**src/rtl/wb_protocol_monitor.sv**
```systemverilog
// ============================================================================
// Module      : wb_protocol_monitor
// Description : Passive Wishbone B4 classic-cycle checker with sticky
//               violation flags and transfer statistics.
//               Optional macro WB_MON_STAB_CHK_EN enables the request
//               stability check (flag bit3).
// Revision    : 1.0 - initial release
// ============================================================================
`default_nettype none

module wb_protocol_monitor #(
    parameter int AW          = 26,
    parameter int DW          = 32,
    parameter int SEL_W       = DW / 8,
    parameter int ACK_TIMEOUT = 16,
    parameter int CNT_W       = 16
) (
    input  logic             wb_clk_i,
    input  logic             wb_rst_i,
    input  logic             wb_cyc_i,
    input  logic             wb_stb_i,
    input  logic             wb_we_i,
    input  logic [AW-1:0]    wb_adr_i,
    input  logic [SEL_W-1:0] wb_sel_i,
    input  logic [DW-1:0]    wb_dat_i,
    input  logic             wb_ack_i,
    input  logic             clr_i,
    output logic [4:0]       err_flags_o,
    output logic             err_o,
    output logic [2:0]       first_err_o,
    output logic [CNT_W-1:0] wr_cnt_o,
    output logic [CNT_W-1:0] rd_cnt_o,
    output logic [CNT_W-1:0] max_lat_o,
    output logic             busy_o
);

    localparam logic [1:0] S_GUARD = 2'd0;
    localparam logic [1:0] S_IDLE  = 2'd1;
    localparam logic [1:0] S_WAIT  = 2'd2;
    localparam logic [1:0] S_HUNG  = 2'd3;

    localparam logic [CNT_W-1:0] c_one     = CNT_W'(1);
    localparam logic [CNT_W-1:0] c_timeout = CNT_W'(ACK_TIMEOUT);

    logic [1:0]       r_state, r_state_nxt;
    logic [CNT_W-1:0] r_lat;
    logic [4:0]       r_flags;
    logic             r_err;
    logic [2:0]       r_first;
    logic [CNT_W-1:0] r_wr, r_rd, r_max;
    logic             r_busy;

    logic             w_xfer, w_start, w_done, w_hang, w_unstable, w_busy_nxt;
    logic [CNT_W-1:0] w_lat_inc, w_done_lat;
    logic [4:0]       w_new_flags, w_flags_nxt;
    logic [2:0]       w_first_nxt;
    logic [CNT_W-1:0] w_wr_nxt, w_rd_nxt, w_max_nxt;

    assign w_xfer     = wb_cyc_i & wb_stb_i;
    assign w_lat_inc  = r_lat + c_one;
    assign w_start    = (r_state == S_IDLE) && w_xfer && !wb_ack_i;
    assign w_done     = ((r_state == S_IDLE) || (r_state == S_WAIT)) && w_xfer && wb_ack_i;
    assign w_done_lat = (r_state == S_WAIT) ? w_lat_inc : c_one;
    assign w_hang     = (r_state == S_WAIT) && w_xfer && !wb_ack_i && (w_lat_inc == c_timeout);

`ifdef WB_MON_STAB_CHK_EN
    logic             r_cap_we;
    logic [AW-1:0]    r_cap_adr;
    logic [SEL_W-1:0] r_cap_sel;
    logic [DW-1:0]    r_cap_dat;

    always_ff @(posedge wb_clk_i or posedge wb_rst_i) begin
        if (wb_rst_i) begin
            r_cap_we  <= 1'b0;
            r_cap_adr <= '0;
            r_cap_sel <= '0;
            r_cap_dat <= '0;
        end else if (w_start) begin
            r_cap_we  <= wb_we_i;
            r_cap_adr <= wb_adr_i;
            r_cap_sel <= wb_sel_i;
            r_cap_dat <= wb_dat_i;
        end
    end

    // Only a live request is checked; after an abort the master may move on freely.
    assign w_unstable = (r_state == S_WAIT) && w_xfer &&
                        ((wb_we_i != r_cap_we) || (wb_adr_i != r_cap_adr) ||
                         (wb_sel_i != r_cap_sel) || (r_cap_we && (wb_dat_i != r_cap_dat)));
`else
    logic w_unused_stab;
    assign w_unused_stab = ^{wb_adr_i, wb_sel_i, wb_dat_i};
    assign w_unstable    = 1'b0;
`endif

    // State register
    always_ff @(posedge wb_clk_i or posedge wb_rst_i) begin
        if (wb_rst_i) r_state <= S_GUARD;
        else          r_state <= r_state_nxt;
    end

    // Next-state logic
    always_comb begin
        r_state_nxt = r_state;
        case (r_state)
            S_GUARD: r_state_nxt = S_IDLE;
            S_IDLE:  if (w_start) r_state_nxt = S_WAIT;
            S_WAIT: begin
                if (!w_xfer || wb_ack_i) r_state_nxt = S_IDLE;
                else if (w_hang)         r_state_nxt = S_HUNG;
            end
            S_HUNG:  if (!w_xfer || wb_ack_i) r_state_nxt = S_IDLE;
            default: r_state_nxt = S_GUARD;
        endcase
    end

    // Output logic
    always_comb begin
        w_busy_nxt = (r_state_nxt == S_WAIT) || (r_state_nxt == S_HUNG);
    end

    always_comb begin
        w_new_flags[0] = (r_state == S_GUARD) && (wb_stb_i || wb_cyc_i);
        w_new_flags[1] = wb_stb_i && !wb_cyc_i;
        w_new_flags[2] = wb_ack_i && !w_xfer && (r_state != S_HUNG);
        w_new_flags[3] = w_unstable;
        w_new_flags[4] = w_hang;

        // clr_i clears first, so an event on the same edge survives.
        w_flags_nxt = (clr_i ? 5'd0 : r_flags) | w_new_flags;
        w_first_nxt = clr_i ? 3'd0 : r_first;
        if (w_first_nxt == 3'd0) begin
            if      (w_new_flags[0]) w_first_nxt = 3'd1;
            else if (w_new_flags[1]) w_first_nxt = 3'd2;
            else if (w_new_flags[2]) w_first_nxt = 3'd3;
            else if (w_new_flags[3]) w_first_nxt = 3'd4;
            else if (w_new_flags[4]) w_first_nxt = 3'd5;
        end

        w_wr_nxt  = clr_i ? '0 : r_wr;
        w_rd_nxt  = clr_i ? '0 : r_rd;
        w_max_nxt = clr_i ? '0 : r_max;
        if (w_done) begin
            if (wb_we_i) begin
                if (w_wr_nxt != '1) w_wr_nxt = w_wr_nxt + c_one;
            end else begin
                if (w_rd_nxt != '1) w_rd_nxt = w_rd_nxt + c_one;
            end
            if (w_done_lat > w_max_nxt) w_max_nxt = w_done_lat;
        end
    end

    always_ff @(posedge wb_clk_i or posedge wb_rst_i) begin
        if (wb_rst_i) begin
            r_lat   <= '0;
            r_flags <= '0;
            r_err   <= 1'b0;
            r_first <= '0;
            r_wr    <= '0;
            r_rd    <= '0;
            r_max   <= '0;
            r_busy  <= 1'b0;
        end else begin
            if (w_start)                               r_lat <= c_one;
            else if ((r_state == S_WAIT) && w_xfer)    r_lat <= w_lat_inc;
            r_flags <= w_flags_nxt;
            r_err   <= |w_flags_nxt;
            r_first <= w_first_nxt;
            r_wr    <= w_wr_nxt;
            r_rd    <= w_rd_nxt;
            r_max   <= w_max_nxt;
            r_busy  <= w_busy_nxt;
        end
    end

    assign err_flags_o = r_flags;
    assign err_o       = r_err;
    assign first_err_o = r_first;
    assign wr_cnt_o    = r_wr;
    assign rd_cnt_o    = r_rd;
    assign max_lat_o   = r_max;
    assign busy_o      = r_busy;

endmodule

`default_nettype wire

```
**config.mk**
```make
export PLATFORM = sky130hd
export DESIGN_NAME = wb_protocol_monitor
export DESIGN_NICKNAME = d
export VERILOG_FILES = /design/src/rtl/wb_protocol_monitor.sv
export SDC_FILE = /design/constraint.sdc
export NUM_CORES = 1
export LEC_CHECK = 0
export CAP_MARGIN = 10
export CELL_PAD_IN_SITES_DETAIL_PLACEMENT = 1
export CELL_PAD_IN_SITES_GLOBAL_PLACEMENT = 1
export CORE_UTILIZATION = 40
export CTS_CLUSTER_SIZE = 12
export DETAILED_ROUTE_END_ITERATION = 7
export HOLD_SLACK_MARGIN = 0.03
export PLACE_DENSITY_LB_ADDON = 0.15
export SETUP_SLACK_MARGIN = 0.2
export SYNTH_ARGS = -nofsm -noshare
export SYNTH_HDL_FRONTEND = slang
export SYNTH_SLANG_ARGS = --single-unit
```
**constraint.sdc**
```tcl
create_clock -name wb_clk_i -period 8.74 [get_ports wb_clk_i]
set_input_delay 1.748 -clock wb_clk_i [delete_from_list [all_inputs] [get_ports wb_clk_i]]
set_output_delay 1.748 -clock wb_clk_i [all_outputs]
set_load 0.01 [all_outputs]
```
Yosys cells after proc, flatten, opt, wreduce, memory -nomap -nowiden
Cells that the tools add are included.
{"block": "word_totals", "regBits": 76, "latch_bits": 0, "mem_bits_rw": 0, "romBits": 0, "inputBits": 69, "elab_cells": 72, "n_memories": 0}
{"block": "op_classes", "add_sub_neg": 3, "mul": 0, "n_div": 0, "order_cmp": 1, "n_eq_ne": 9, "shift": 0, "muxes": 26, "n_bitwise": 2, "reduce_logical": 22}
{"cell": "$mux W16", "n": 14}
{"cell": "$add A16 B1 Y16 const B", "n": 3}
{"cell": "$ne A16 B16 Y1 const B", "n": 2}
{"cell": "$mux W3", "n": 6}
{"cell": "$eq A16 B5 Y1 const B", "n": 1}
{"cell": "$gt A16 B16 Y1", "n": 1}
{"cell": "$logic_and A1 B1 Y1", "n": 11}
{"cell": "$eq A2 B2 Y1 const B", "n": 4}
{"cell": "$mux W2", "n": 4}
{"cell": "$pmux W2 S4", "n": 1}
{"cell": "$mux W5", "n": 1}
{"cell": "$or A5 B5 Y5", "n": 1}
{"cell": "$reduce_or A5 Y1", "n": 1}
{"cell": "$logic_or A1 B1 Y1", "n": 4}
{"cell": "$logic_not A1 Y1", "n": 3}
{"cell": "$logic_not A3 Y1", "n": 1}
{"cell": "$eq A2 B1 Y1 const B", "n": 1}
{"cell": "$logic_not A2 Y1", "n": 1}
{"cell": "$ne A2 B2 Y1 const B", "n": 1}
{"cell": "$reduce_bool A2 Y1", "n": 1}
{"cell": "$and A1 B1 Y1", "n": 1}

Logic depth before layout (Yosys ltp)
Gate-level depths: netlist (run 1).
{"block": "logic_depth", "ltp_word": 9, "ltp_mapped": 14, "ltp_nobuf": 12}

Least setup slack after synthesis (run 1)
Ideal clock, no wire load.
{"block": "synth_timing", "path_kind": "input-to-reg", "from": "input port clr_i", "to": "register r_max[7], in the netlist max_lat_o[7]", "setup_time_ns": 0.079, "t_arrival_ns": 3.925, "required_time_ns": 8.661, "slack_ns": 4.736, "stages": 10, "cell_sequence": "buf_4 clkbuf_1 nand2b_1 ha_1 nand2_1 nor4_1 o21ai_0 a31oi_2 buf_4 mux2i_1"}
{"block": "synth_between", "elab_chain_cells": 4}
{"item": "start: declaration", "line_no": "27", "rtl": "input logic clr_i,"}
{"item": "$mux W16 *", "line_no": "142", "rtl": "w_max_nxt = clr_i ? '0 : r_max;"}
{"item": "$gt A16 B16 Y1", "line_no": "149", "rtl": "if (w_done_lat > w_max_nxt) w_max_nxt = w_done_lat;"}
{"item": "$mux W16", "line_no": "149"}
{"item": "$mux W16 *", "line_no": "143", "rtl": "if (w_done) begin"}
{"item": "net w_max_nxt[7]", "line_no": "57", "rtl": "logic [CNT_W-1:0] w_wr_nxt, w_rd_nxt, w_max_nxt;"}
{"item": "end signal: assignment", "line_no": "171", "rtl": "r_max <= w_max_nxt;"}
{"item": "end: declaration", "line_no": "50", "rtl": "logic [CNT_W-1:0] r_wr, r_rd, r_max;"}
The timed path passes the listed nets; every way through them passes the cells marked *.
A chain may end at the register's enable or synchronous reset.

Final worst setup path (run 1)
{"block": "layout_timing", "from": "input port clr_i", "to": "register r_max[13], in the netlist max_lat_o[13]"}
The elaborated chain is that of the path after synthesis.

==> results of run 1 <==
==> registers in the layout (all words and copies together), names as in the netlist <==
register	count
max_lat_o	16
r_lat	16
rd_cnt_o	16
wr_cnt_o	16
err_flags_o	5
first_err_o	3
busy_o	1
err_o	1
r_state	1
==> area by class of cell <==
type	instances	area [µm²]	share of cell area
multi-input cells	394	2670	0.453
well taps	143	179	0.0304
clock buffers	11	243	0.0413
inverters	39	146	0.0249
clock inverters	5	100	0.0170
flip-flops and latches	75	1880	0.319
repair buffers	69	673	0.114
==> critical path, stage by stage <==
cell	delay [ps]
buf_2	80
buf_4	540
nand2b_1	240
ha_1	180
nand4_1	130
nor4_1	350
o21ai_0	190
a31oi_2	640
buf_4	320
mux2i_1	220
==> worst max-delay path by stage <==
stage | endpoint | startpoint | cells past startpoint | slack, ps
finish | max_lat_o[13] | clr_i | 10 | 4350
global route | max_lat_o[12] | r_lat[2] | 12 | 3860
CTS | max_lat_o[13] | r_lat[2] | 12 | 4350
detailed placement | max_lat_o[13] | clr_i | 10 | 4030
global placement | max_lat_o[15] | clr_i | 10 | 4080
floorplan | max_lat_o[7] | clr_i | 10 | 4740
==> where the power goes <==
group | internal [mW] | switching (mW)
logic | 0.0648 | 0.0828
clock network | 0.286 | 0.148
registers | 0.365 | 0.0172
total | 0.715 | 0.248
==> cell families after synthesis <==
logic type,synth area share
adder cells (fa/ha/maj),0.0626
AND/OR/NAND/NOR,0.242
flip-flops,0.391
AO/OA/AOI/OAI,0.137
buffers and inverters,0.0530
XOR/XNOR,0.0694
multiplexers,0.0449
==> Yosys cell counts (4+ instances only) <==
cell / number / area [µm²]
nand2b_1: 33 / 206
mux2_2: 4 / 45.0
or3_1: 5 / 31.3
a21oi_1: 19 / 95.1
a211oi_1: 5 / 37.5
nand2_1: 45 / 169
nor2b_1: 14 / 87.6
nor2_1: 40 / 150
inv_1: 39 / 146
clkbuf_1: 17 / 63.8
xnor2_1: 29 / 254
xor2_1: 9 / 78.8
nand4b_1: 4 / 35.0
mux2i_1: 17 / 170
nor4_1: 6 / 37.5
dfrtp_1: 75 / 1880
buf_2: 5 / 25.0
o22ai_1: 4 / 25.0
nor3_1: 14 / 70.1
nand4_1: 12 / 75.1
o41ai_1: 4 / 35.0
o31ai_1: 5 / 37.5
o21ai_0: 35 / 175
nand3_1: 17 / 85.1
and3_1: 6 / 37.5
ha_1: 24 / 300
==> metal layers <==
layer | routed length, µm | part of all wire | GRT usage
met4 | 123 | 0.010 | 0.0550
met2 | 6000 | 0.49 | 0.353
met1 | 5910 | 0.48 | 0.276
met3 | 304 | 0.025 | 0.0397
met5 | 0 | 0 | 0
==> out/results.tsv, run 1 <==
metric	value	unit
worst_pin_slew	990	ps
fillers	1334	
synth_cells	533	
ys_ff_latch	75	
drt_first_pass_iters	8	
die_h	111	µm
die_w	111	µm
ys_seq_area_frac	0.391	
fin_nets	681	
die_area	12400	µm²
coreArea	11600	µm²
fin_util	0.509	
avgSynthCellArea	9.00	µm²
synth_nets	626	
synth_async_sr_flop_share	1.00	
drc_errors	9	
rsz0062_at_grt	no	
drive_gt1_frac	0.0759	
critPathKind	input pin to register	
whs	533	ps
dp_cells	719	
grt_pass1_wl	21.0	mm
root_buffer	clkbuf_16	
p_leak	2.47	nW
reg2reg_depth	12	
fin_setup_tns	0	ps
drt_iter0_markers	178	
synth_edf_count	0	
dpl_worst_slack	4030	ps
area_growth	22.7	%
min_path_type	register to register	
holdPathStages	1	
hold_viol	0	
arrival	4650	ps
grt_usage	0.209	
power_density	164	nW/µm²
setup_viol	0	
fin_cells	736	
cts_tree	built	
r2r_start	r_lat[2]	
cts-hold-fix-buffers	0	
route.vias.total	4047	
worst-r2r-setup-slack	4350	ps
clkLatencyLatePin	340	ps
fin_area	5880	µm²
p_total	0.964	mW
cts_setup_buffers	0	
synthFlopType	dfrtp_1	
clock_sinks	75	
required	9000	ps
start_util	0.415	
maxCapViolations	0	
place_congestion	0.767	
cts_made_buffers	9	
hold-path-endpoint	err_flags_o[3]	
irDropWorstVdd	0.0745	mV
ant_nets	0	
portBuffers	64	
wire_per_inst	16.8	µm
rr_endpoint	max_lat_o[13]	
placed_area	5530	µm²
cp_max_fo	68	
cts_resized	0	
worst_slack	4350	ps
grt_overflow_total	0	
routed_wl	12.3	mm
synth_cell_types	62	
fmax	228	MHz
antennaDiodeCount	0	
num_rows	39	
end_kind	register	
clkTransAtPathRegs	60	ps
grt_start_max_net_pins	76	
layout_common_cells	75 x dfrtp_1, 63 x clkdlybuf4s50_1, 45 x nand2_1	
viasPerCell	5.50	
yosys_warnings	0	
slew_headroom	0.338	
maxSlewViolCount	0	
dpl.hpwl	8.66	mm
syn_area	4800	µm²
min-delay-start	err_flags_o[3]	
finalCritPeriodShare	0.502	
clk_path_buf_depth	2	
cts_htree_levels	3	
cp-start-kind	input pin	
period_minus_slack	4390	ps
status	finished, violations left	
fin_skew	8.90	ps
final_common_cell	dfrtp_1	
antenna_found_initial	0	
io_pins	127	
violations	design-rule violations	
grt_pass1_vias	4147	
Note: power is estimated with default switching activity, not from simulation.
==> run 2: changes to the inputs <==
--- a/config.mk
+++ b/config.mk
@@ -8,7 +8,7 @@
 export CAP_MARGIN = 10
 export CELL_PAD_IN_SITES_DETAIL_PLACEMENT = 1
 export CELL_PAD_IN_SITES_GLOBAL_PLACEMENT = 1
-export CORE_UTILIZATION = 40
+export CORE_UTILIZATION = 37
 export CTS_CLUSTER_SIZE = 12
 export DETAILED_ROUTE_END_ITERATION = 7
 export HOLD_SLACK_MARGIN = 0.03
==> constraint.sdc (replaced) <==
create_clock -name wb_clk_i -period 4.4 [get_ports wb_clk_i]
set_input_delay 0.88 -clock wb_clk_i [delete_from_list [all_inputs] [get_ports wb_clk_i]]
set_output_delay 0.88 -clock wb_clk_i [all_outputs]
set_load 0.01 [all_outputs]
==> out/results.tsv, run 2 (synthesis results as in run 1) <==
metric	value	unit	change
clkLatencyLatePin	340	ps	about the same
power_frac_clock	0.399		-0.052
irDropWorstVdd	0.140	mV	+88%
reg2reg_depth	12		unchanged
cts_htree_levels	3		unchanged
holdPathStages	1		unchanged
cp_max_fo	9		-87%
area_growth	23.3	%	
swShare	0.272		+0.0139
min_path_type	register to register		
dpl_worst_slack	599	ps	-3430 ps
route.met2.wl	6.09	mm	+1.6%
rsz0062_at_grt	no		
hold_viol	0		unchanged
rr_endpoint	max_lat_o[7]		
maxCapViolations	0		unchanged
route.vias.total	4049		+0.049%
start_util	0.380		-0.0347
worst_slack	710	ps	-3640 ps
finalCritPeriodShare	0.839		
status	completed		
num_rows	41		+5.1%
cp-start-kind	register		
power_switching	0.477	mW	+92%
routed_wl	12.6	mm	+2.5%
cts-hold-fix-buffers	0		unchanged
grt_overflow_total	0		unchanged
fin_nets	688		+1.0%
final_common_cell	dfrtp_1		
die_area	13400	µm²	+8.0%
fillers	1491		+12%
grt_start_max_net_pins	40		-47%
antennaDiodeCount	0		unchanged
root_buffer	clkbuf_16		
grt_pass1_wl	21.1	mm	+0.62%
critPathKind	register to register		
fin_util	0.469		-0.0399
power_density	297	nW/µm²	+81%
coreArea	12600	µm²	+9.1%
fin_skew	5.37	ps	-3.54 ps
slew_headroom	0.433		+0.0951
dpl.hpwl	9.37	mm	+8.2%
antenna_found_initial	0		unchanged
wire_per_inst	16.4	µm	-2.1%
r2r_start	r_lat[3]		
clk_path_buf_depth	2		unchanged
ant_nets	0		unchanged
hold-path-endpoint	err_flags_o[3]		
place_congestion	0.766		-0.16%
end_kind	register		
layout_common_cells	75 x dfrtp_1, 63 x clkdlybuf4s50_1, 45 x nand2_1		
portBuffers	64		unchanged
worst-r2r-setup-slack	710	ps	-3640 ps
required	4660	ps	-4340 ps
viasPerCell	5.25		-4.5%
fin_setup_tns	0	ps	unchanged
die_w	116	µm	+3.9%
period_minus_slack	3690	ps	
wl_met1	6.04	mm	+2.2%
grt_pass1_vias	4168		+0.51%
io_pins	127		unchanged
clkTransAtPathRegs	60	ps	about the same
cts_tree	built		
setup_viol	0		unchanged
min-delay-start	err_flags_o[3]		
maxSlewViolCount	0		unchanged
fmax	271	MHz	
worst_pin_slew	849	ps	-141 ps
highest_layer	met4		
wl_met3	290	µm	-4.6%
drive_gt1_frac	0.0868		+0.0109
arrival	3950	ps	-700 ps
drt_iter0_markers	158		-11%
cts_made_buffers	9		unchanged
drc_errors	0		-9
clock_sinks	75		unchanged
die_h	116	µm	+3.9%
grt_usage	0.203		-0.00608
p_int	1.28	mW	+79%
drt_first_pass_iters	4		-4
p_leak	2.48	nW	+0.26%
combPwrFrac	0.169		+0.016
pwr-share-seq	0.433		+0.037
run 2: cell count changes in the layout (fill, tap and decap cells not counted):
cell       change
buf_4          +7
bufinv_16      -3
clkbuf_8       +2
nor4_1         -1
nor4_2         +1
run 2: power by group through the flow:
| stage | clock network (mW) | logic (mW) | registers, mW |
|---|---|---|---|
| floorplan | 0 | 0.176 | 0.773 |
| global placement | 0 | 0.289 | 0.769 |
| detailed placement | 0 | 0.298 | 0.772 |
| CTS | 0.727 | 0.301 | 0.759 |
| global route | 0.753 | 0.331 | 0.764 |
| finish | 0.700 | 0.296 | 0.759 |
run 2: per-layer routing:
metal | vias up | global-route usage
li1 | 1983 | -
met1 | 2002 | 0.272
met2 | 52 | 0.333
met3 | 12 | 0.0267
met4 | 0 | 0.0821
met5 | - | 0
run 2: metrics by stage:
| step | power, mW | hold slack, ps | instance area [µm²] | std cells |
|---|---|---|---|---|
| final | 1.75 | 546 | 5920 | 771 |
| after global routing | 1.85 | 592 | 5920 | 771 |
| after CTS | 1.79 | 551 | 5910 | 771 |
| after detailed placement | 1.07 | 535 | 5630 | 756 |
| after global placement | 1.06 | 515 | 5630 | 756 |
| after floorplan | 0.949 | 504 | 4800 | 533 |
run 2: worst max path at each step:
stage / startpoint / end / slack (ps) / cells past startpoint
after floorplan: r_lat[0] / max_lat_o[7] / 970 / 14
after global routing: r_lat[0] / max_lat_o[7] / 290 / 13
final: r_lat[3] / max_lat_o[7] / 710 / 12
after detailed placement: r_lat[0] / max_lat_o[7] / 600 / 13
after CTS: r_lat[0] / max_lat_o[7] / 560 / 13
after global placement: r_lat[0] / max_lat_o[6] / 680 / 13
run 2: repair_timing:
item / 4_1_cts / 5_1_grt
resized for setup: 0 / 1
endpoints found under the setup margin: 0 / 7
buffers inserted: 0 / 0
hold endpoints to repair: 0 / 0
run 2: layout make-up:
cell class | instances | area (µm²) | share of cell area
clock buffer | 13 | 270 | 0.0457
clock inverter | 2 | 10.0 | 0.00169
inverter | 39 | 146 | 0.0247
multi-input combinational | 394 | 2670 | 0.452
sequential | 75 | 1880 | 0.317
tap | 172 | 215 | 0.0364
timing repair buffer | 76 | 726 | 0.123
run 2: worst max-delay path: stages (launching register included):
cell and delay, ps:
dfrtp_1 470, nand4_1 400, nor2_1 430, a31oi_1 180, o21ai_0 390, inv_1 90, ha_1 310, nand2_1 100
nor4_2 330, o21ai_0 170, a31oi_2 250, buf_4 250, mux2i_1 210
==> run 3: changes to the inputs <==
--- a/config.mk
+++ b/config.mk
@@ -8,7 +8,7 @@
 export CAP_MARGIN = 10
 export CELL_PAD_IN_SITES_DETAIL_PLACEMENT = 1
 export CELL_PAD_IN_SITES_GLOBAL_PLACEMENT = 1
-export CORE_UTILIZATION = 37
+export CORE_UTILIZATION = 33
 export CTS_CLUSTER_SIZE = 12
 export DETAILED_ROUTE_END_ITERATION = 7
 export HOLD_SLACK_MARGIN = 0.03
==> constraint.sdc (replaced) <==
create_clock -name wb_clk_i -period 2.98 [get_ports wb_clk_i]
set_input_delay 0.596 -clock wb_clk_i [delete_from_list [all_inputs] [get_ports wb_clk_i]]
set_output_delay 0.596 -clock wb_clk_i [all_outputs]
set_load 0.01 [all_outputs]
==> out/results.tsv, run 3 (synthesis results as in run 1) <==
metric	value	unit	change
grt_pass1_vias	4551		+9.2%
die_h	123	µm	+5.8%
coreArea	14000	µm²	+11%
portBuffers	64		unchanged
placed_area	6030	µm²	+7.1%
dpl_worst_slack	-99.7	ps	-699 ps
fmax	332	MHz	+23%
clk_path_buf_depth	2		unchanged
cts-hold-fix-buffers	0		unchanged
reg2reg_depth	13		+1
hold-path-endpoint	err_flags_o[3]		
final_common_cell	dfrtp_1		
power_density	426	nW/µm²	+44%
cts_htree_levels	3		unchanged
end_kind	register		
min_path_type	register to register		
worst_slack	-32.3	ps	-742 ps
irDropWorstVdd	0.242	mV	+73%
p_leak	2.88	nW	+16%
grt_usage	0.198		-0.00553
viasPerCell	5.16		-1.8%
worst-r2r-setup-slack	-30	ps	-740 ps
required	3250	ps	-1410 ps
slew_headroom	0.558		+0.125
finalCritPeriodShare	1.01		+0.172
critPathKind	register to register		
setup_viol	9		+9
cts_tree	built		
num_rows	43		+4.9%
fin_util	0.479		+0.00998
io_pins	127		unchanged
min-delay-start	err_flags_o[3]		
routed_wl	14.1	mm	+11%
maxSlewViolCount	0		unchanged
place_congestion	0.781		+2.0%
route.vias.total	4261		+5.2%
fin_nets	734		+6.7%
r2r_start	r_lat[9]		
fin_area	6720	µm²	+14%
grt_start_max_net_pins	76		+90%
die_w	123	µm	+5.8%
grt_overflow_total	0		unchanged
grt_pass1_wl	22.8	mm	+7.7%
cp-start-kind	register		
rsz0062_at_grt	yes		
layout_common_cells	71 x dfrtp_1, 63 x clkdlybuf4s50_1, 52 x buf_4		
dpl.hpwl	10.1	mm	+7.5%
clkLatencyLatePin	350	ps	about the same
rr_endpoint	max_lat_o[3]		
clkTransAtPathRegs	60	ps	about the same
arrival	3280	ps	-670 ps
status	finished, violations left		
hold_viol	0		unchanged
root_buffer	clkbuf_16		
area_growth	40.2	%	
period_minus_slack	3010	ps	-678 ps
holdPathStages	1		unchanged
p_total	2.86	mW	+63%
ant_nets	0		unchanged
antenna_found_initial	0		unchanged
die_area	15000	µm²	+12%
cp_max_fo	7		-2
wire_per_inst	17.0	µm	+4.0%
cts_made_buffers	9		unchanged
antennaDiodeCount	0		unchanged
drt_iter0_markers	162		+2.5%
drive_gt1_frac	0.217		+0.130
start_util	0.342		-0.0385
drt_first_pass_iters	4		unchanged
drc_errors	0		unchanged
violations	negative setup slack		
fin_skew	7.62	ps	+2.25 ps
maxCapViolations	0		unchanged
clock_sinks	75		unchanged
worst_pin_slew	657	ps	-191 ps
## run 3: changes by cell type in the layout (fill, tap and decap cells not counted), moves of 5 or more
cell      previous run  this run
buf_4               12        52
ha_1                24        16
ha_4                 0         7
nand2b_1            33        28
nand2b_4             0         5
nor4_4               1         6
## run 3: timing repair
| item | in CTS | in global routing |
|---|---|---|
| buffers inserted | 3 | 14 |
| gates resized for setup | 16 | 22 |
| gates cloned | 0 | 1 |
| pin swaps | 11 | 17 |
| setup endpoints to repair | 16 | 16 |
## run 3: area by class of cell
type | count | area [µm²]
clock buffers | 12 | 256
clock inverters | 4 | 72.6
fillers | 1585 | 7320
inverters | 39 | 149
multi-input cells | 394 | 3000
flip-flops and latches | 75 | 1880
well taps | 180 | 225
repair buffers | 122 | 1130
## run 3: worst max-delay path by stage
stage / startpoint / end / slack, ps
after CTS: r_lat[4] / max_lat_o[3] / 10
final: r_lat[9] / max_lat_o[3] / -30
after global routing: r_lat[3] / max_lat_o[5] / -270
after detailed placement: r_lat[9] / max_lat_o[3] / -100
after global placement: r_lat[9] / max_lat_o[7] / 2
after floorplan: r_lat[5] / max_lat_o[7] / -10
## run 3: critical path, cell delays in order (launching register included)
cell	delay [ps]
dfrtp_1	420
nand3_4	140
buf_12	150
nor4_4	320
xnor2_2	190
nand2b_4	200
inv_4	40
ha_4	250
nand4_1	150
nor4_4	330
o21ai_2	110
a31oi_4	230
buf_6	190
mux2i_1	200
## run 3: metrics by stage
step,std cells,hold WS [ps],TNS (ps)
global route,826,580,-3670
floorplan,533,504,-124
CTS,811,560,0
finish,826,556,-165
global placement,792,528,0
detailed placement,792,551,-744
## run 3: metal layers
layer	GRT usage	share of wire	vias to the layer above
met3	0.0418	0.028	11
met5	0	0	-
met4	0.0625	0.013	0
met2	0.341	0.50	60
li1	-	-	2085
met1	0.245	0.46	2105
## run 3: report_power, final
group	switching (mW)	leakage (nW)	internal (mW)
logic	0.280	1.70	0.233
clock network	0.447	0.159	0.778
registers	0.0532	1.02	1.07
